==> config.mk <==
export PLATFORM = sky130hd
export DESIGN_NAME = axi_lite_master
export DESIGN_NICKNAME = d
export VERILOG_FILES = /design/src/rtl/axi_lite_pkg.sv /design/src/rtl/axi_lite_master.sv
export SDC_FILE = /design/constraint.sdc
export NUM_CORES = 1
export LEC_CHECK = 0
export ABC_CLOCK_PERIOD_IN_PS = 1320
export CORE_MARGIN = 2
export CORE_UTILIZATION = 37
export CTS_CLUSTER_DIAMETER = 120
export DETAILED_ROUTE_END_ITERATION = 12
export PLACE_DENSITY = 0.76
export SLEW_MARGIN = 20
export SYNTH_ARGS = -nofsm -noshare
export SYNTH_HDL_FRONTEND = slang
export SYNTH_SLANG_ARGS = --single-unit
==> constraint.sdc <==
create_clock -name clk -period 1.32 [get_ports clk]
set_input_delay 0.33 -clock clk [delete_from_list [all_inputs] [get_ports clk]]
set_output_delay 0.33 -clock clk [all_outputs]
set_load 0.02 [all_outputs]
==> src/rtl/axi_lite_pkg.sv <==
// Shared AXI4-Lite definitions: response codes, protection default and the
// initiator state type.
package axi_lite_pkg;

   localparam logic [1:0] RESP_OKAY   = 2'b00;
   localparam logic [1:0] RESP_EXOKAY = 2'b01;
   localparam logic [1:0] RESP_SLVERR = 2'b10;
   localparam logic [1:0] RESP_DECERR = 2'b11;

   localparam logic [2:0] PROT_DEFAULT = 3'b000;

   typedef enum logic [2:0] {
      IDLE,
      RD_ADDR,
      RD_DATA,
      WR_REQ,
      WR_RESP,
      DONE
   } axi_state_e;

   function automatic logic resp_is_err(input logic [1:0] resp);
      case (resp)
         RESP_OKAY, RESP_EXOKAY:   return 1'b0;
         RESP_SLVERR, RESP_DECERR: return 1'b1;
         default:                  return 1'b1;
      endcase
   endfunction

endpackage

==> src/rtl/axi_lite_master.sv <==
// Single-outstanding AXI4-Lite initiator for the memory stage.
// Optional macro AXI_MASTER_MISALIGN_CHECK_EN rejects non-word-aligned requests locally.
module axi_lite_master
   import axi_lite_pkg::*;
#(
   parameter int ADDR_W = 32,
   parameter int DATA_W = 32
) (
   input  logic                clk,
   input  logic                rst,

   input  logic                req_valid,
   output logic                req_ready,
   input  logic                req_we,
   input  logic [ADDR_W-1:0]   req_addr,
   input  logic [DATA_W-1:0]   req_wdata,
   input  logic [DATA_W/8-1:0] req_wstrb,
   output logic                resp_valid,
   output logic [DATA_W-1:0]   resp_rdata,
   output logic                resp_err,

   output logic [ADDR_W-1:0]   m_axi_araddr,
   output logic                m_axi_arvalid,
   output logic [2:0]          m_axi_arprot,
   input  logic                m_axi_arready,
   input  logic [DATA_W-1:0]   m_axi_rdata,
   input  logic [1:0]          m_axi_rresp,
   input  logic                m_axi_rvalid,
   output logic                m_axi_rready,

   output logic [ADDR_W-1:0]   m_axi_awaddr,
   output logic                m_axi_awvalid,
   output logic [2:0]          m_axi_awprot,
   input  logic                m_axi_awready,
   output logic [DATA_W-1:0]   m_axi_wdata,
   output logic [DATA_W/8-1:0] m_axi_wstrb,
   output logic                m_axi_wvalid,
   input  logic                m_axi_wready,
   input  logic [1:0]          m_axi_bresp,
   input  logic                m_axi_bvalid,
   output logic                m_axi_bready
);

   axi_state_e state;
   logic       aw_done;
   logic       w_done;
   logic       aw_fire;
   logic       w_fire;
   logic       misaligned;

   assign m_axi_arprot = PROT_DEFAULT;
   assign m_axi_awprot = PROT_DEFAULT;
   assign aw_fire      = m_axi_awvalid && m_axi_awready;
   assign w_fire       = m_axi_wvalid && m_axi_wready;

`ifdef AXI_MASTER_MISALIGN_CHECK_EN
   assign misaligned = (req_addr[1:0] != 2'b00);
`else
   assign misaligned = 1'b0;
`endif

   // NOTE: every register here uses <= so all branches see pre-edge values.
   always_ff @(posedge clk) begin
      if (rst) begin
         state         <= IDLE;
         req_ready     <= 1'b1;
         resp_valid    <= 1'b0;
         resp_rdata    <= '0;
         resp_err      <= 1'b0;
         m_axi_araddr  <= '0;
         m_axi_arvalid <= 1'b0;
         m_axi_rready  <= 1'b0;
         m_axi_awaddr  <= '0;
         m_axi_awvalid <= 1'b0;
         m_axi_wdata   <= '0;
         m_axi_wstrb   <= '0;
         m_axi_wvalid  <= 1'b0;
         m_axi_bready  <= 1'b0;
         aw_done       <= 1'b0;
         w_done        <= 1'b0;
      end else begin
         case (state)
            IDLE: begin
               if (req_valid) begin
                  req_ready <= 1'b0;
                  if (misaligned) begin
                     resp_valid <= 1'b1;
                     resp_err   <= 1'b1;
                     state      <= DONE;
                  end else if (req_we) begin
                     m_axi_awaddr  <= req_addr;
                     m_axi_wdata   <= req_wdata;
                     m_axi_wstrb   <= req_wstrb;
                     m_axi_awvalid <= 1'b1;
                     m_axi_wvalid  <= 1'b1;
                     aw_done       <= 1'b0;
                     w_done        <= 1'b0;
                     state         <= WR_REQ;
                  end else begin
                     m_axi_araddr  <= req_addr;
                     m_axi_arvalid <= 1'b1;
                     state         <= RD_ADDR;
                  end
               end
            end
            RD_ADDR: begin
               if (m_axi_arready) begin
                  m_axi_arvalid <= 1'b0;
                  m_axi_rready  <= 1'b1;
                  state         <= RD_DATA;
               end
            end
            RD_DATA: begin
               if (m_axi_rvalid) begin
                  m_axi_rready <= 1'b0;
                  resp_rdata   <= m_axi_rdata;
                  resp_err     <= resp_is_err(m_axi_rresp);
                  resp_valid   <= 1'b1;
                  state        <= DONE;
               end
            end
            WR_REQ: begin
               // AW and W retire independently; the flags remember which already did.
               if (aw_fire) begin
                  m_axi_awvalid <= 1'b0;
                  aw_done       <= 1'b1;
               end
               if (w_fire) begin
                  m_axi_wvalid <= 1'b0;
                  w_done       <= 1'b1;
               end
               if ((aw_done || aw_fire) && (w_done || w_fire)) begin
                  m_axi_bready <= 1'b1;
                  state        <= WR_RESP;
               end
            end
            WR_RESP: begin
               if (m_axi_bvalid) begin
                  m_axi_bready <= 1'b0;
                  resp_err     <= resp_is_err(m_axi_bresp);
                  resp_valid   <= 1'b1;
                  state        <= DONE;
               end
            end
            DONE: begin
               resp_valid <= 1'b0;
               req_ready  <= 1'b1;
               state      <= IDLE;
            end
            default: state <= IDLE;
         endcase
      end
   end

endmodule

==> metrics <==
R2R Path End m_axi_arvalid; global-route wire length before repair 26.0 mm; setup_tns -5.19 ns; commonest non-fill, non-tap cell in the layout nand2_1; Yosys top cell by area dfxtp_1; element type at the critical path start register; routed wire length 16.7 mm; Final Instance Area 0.00865 mm^2; max-cap viol count 0; Comb power frac 32.5%; Worst Setup End Kind register; footprint of the multi-input gates 0.00245 mm^2; reg2reg path depth 6; commonest register cell after synthesis dfxtp_1; post-synth top area share 53.1%; vias in the first global route 5028; starting DRC count in detailed routing 261; status finished with violations; Setup WS pre-CTS -0.457 ns; Final Hold Fails 0; crit path max fanout 6; root buffer cell clkbuf_16; crit-path cells nand2b_4 > nor4_4 > buf_6 > buf_12 > nor2_4 > nor3_2; worst-skew pair later-pin latency 0.42 ns; Switching Fraction 32.1%; crit path time final 1.45 ns; RSZ-0062 raised after global routing yes; Bufs on Longest Clock Path 2; CTS tree done; Setup-failing EPs final 103; clk sinks 145; DR vias/cell 4.68; LEAKAGE 0.00361 uW; die area 0.0158 mm^2; final worst-path cycle share 110%; dpl cells 1087; synth warn 0; critical path's slowest cell dfxtp_4; WHS 0.287 ns; worst vdd rail ir drop 0.802 mV; HP Class primary input to register; Antenna diodes 0; P&R area growth vs syn 58.1%; GPL Wtd Cong 0.778; register area 0.00292 mm^2; Die W 126 um; number of flops mapped to enable cells by yosys 0; row count 44; sequential-to-total area share from yosys stat 53.1%; Hold-fix buffers, CTS 0; Starting Density 37.8%; Initial DRT Pass Iterations 4; Post-synth ARST share 0%; r2r setup slk -0.13 ns; DP HPWL 11.2 mm; die height 126 um; failing checks setup timing; Critical Path AT 1.78 ns; Crit Path Class register to register; Clock transition at path regs 0.06 ns; worst r2r src state[0]; layout cells sized above 1 35.4%; initial antenna violation count 0; Clk pwr share 31.8%; Synth cell types 40; Post-Syn Instances 660; fmax 691 MHz; GR Util All Layers 20.7%; non-filler instance count after layout 1129; Setup Skew 0.00814 ns; top post-synthesis cells by area dfxtp_1, nand2_1, a21oi_1, a21oi_2, nand2_2; Net Sw Power 4740 uW; Int Power 10000 uW; Critical path origin state[0]; final-report max-slew violation count 0; largest net degree at the start of global routing 60; PwrDens 1710 mW/mm^2; placed cell area 0.00840 mm^2; crit-path max cell delay 0.37 ns; Cell Area, Synth 0.00547 mm^2; register bit total from synthesis 145; TritonCTS Buffers 17; CP endpoint m_axi_arvalid; core area 0.0145 mm^2; post-DR wirelength/cell 14.8 um; PnR worst setup slack -0.127 ns; gr ovfl total 0; fillcell total 1348; Seq pwr share 35.7%; count of port buffers added during placement 250; required time worst endpoint 1.66 ns; # H-tree levels 4; syn avg cell area 8.29 um^2; final-stage net count 1045; commonest non-fill, non-tap cells in the layout nand2_1, dfxtp_1, buf_2, clkdlybuf4s50_1, a21oi_1; # IOs 259; Via Count 5288; # DRC 0; antenna viol nets, final 0
## Yosys cell counts (3+ instances only)
cell type,instances
a21oi_1,108
a21oi_2,30
buf_2,15
buf_4,12
buf_6,5
clkbuf_1,23
dfxtp_1,145
nand2_1,239
nand2_2,30
nand3_1,4
nand3b_1,3
nor2_1,8
nor2b_1,4
nor3_1,3
## metal layers
layer	GRT usage, %	vias up	routed length (um)
met2	33.7	184	8210
li1	-	2673	-
met5	0	-	0
met1	25.6	2401	6990
met4	8.50	0	347
met3	6.08	30	1150
## logic make-up (layout without fill, tap and decap cells)
group,Yosys count,after routing,synth area share (%)
other cells,1,6,0.0686
simple gates,301,301,23.8
compound gates,152,152,16.7
flops,145,145,53.1
buf+inv,58,338,5.83
mux,3,3,0.572
## metrics by stage
step | utilization, % | power (uW)
after floorplan | - | 7840
after global routing | 59.7 | 15600
final | 59.7 | 14800
after CTS | 58.5 | 14700
after global placement | 58.0 | 10000
after detailed placement | 58.0 | 10100
## how the worst min path moves through the flow
stage,start,to,depth (start not counted)
2_1_floorplan,m_axi_bvalid,m_axi_bready,1
3_3_place_gp,m_axi_awaddr[9],m_axi_awaddr[9],2
3_5_place_dp,resp_rdata[23],resp_rdata[23],2
4_1_cts,rst,resp_rdata[3],2
5_1_grt,rst,resp_rdata[3],2
6_report,rst,resp_rdata[3],2
## area by class of cell
type / instances / share of cell area (%)
Timing Repair Buffer: 303 / 28.4
Clock inverter: 10 / 1.26
Clock buffer: 22 / 5.48
Tap cell: 184 / 2.66
Multi-Input combinational cell: 462 / 28.4
Sequential cell: 145 / 33.7
Inverter: 3 / 0.130
## registers in the layout (all words and copies together) (netlist names)
signal	count
m_axi_awvalid	1
m_axi_araddr	32
m_axi_wvalid	1
w_done	1
aw_done	1
m_axi_wdata	32
m_axi_rready	1
resp_err	1
m_axi_wstrb	4
req_ready	1
state	3
m_axi_awaddr	32
m_axi_arvalid	1
resp_valid	1
resp_rdata	32
m_axi_bready	1
## repair_timing
action | in CTS | in global routing
pin swaps | 6 | 16
resized for setup | 586 | 36
cloned | 2 | 2
endpoints found under the setup margin | 271 | 142
buffers inserted | 6 | 0
## critical path: cells and delay by family (launching register included)
kind | cells | cell delay [ns]
flip-flops | 1 | 0.37
buffers and inverters | 2 | 0.37
AND/OR/NAND/NOR | 4 | 0.63
## power groups by stage
| stage | sequential (uW) | combinational [uW] | clock (uW) |
|---|---|---|---|
| floorplan | 5920 | 1910 | 0 |
| global placement | 5350 | 4680 | 0 |
| detailed placement | 5370 | 4710 | 0 |
| CTS | 5270 | 4650 | 4820 |
| global route | 5340 | 5180 | 5040 |
| finish | 5280 | 4800 | 4700 |
No activity file was read; power rests on OpenSTA's default activity.
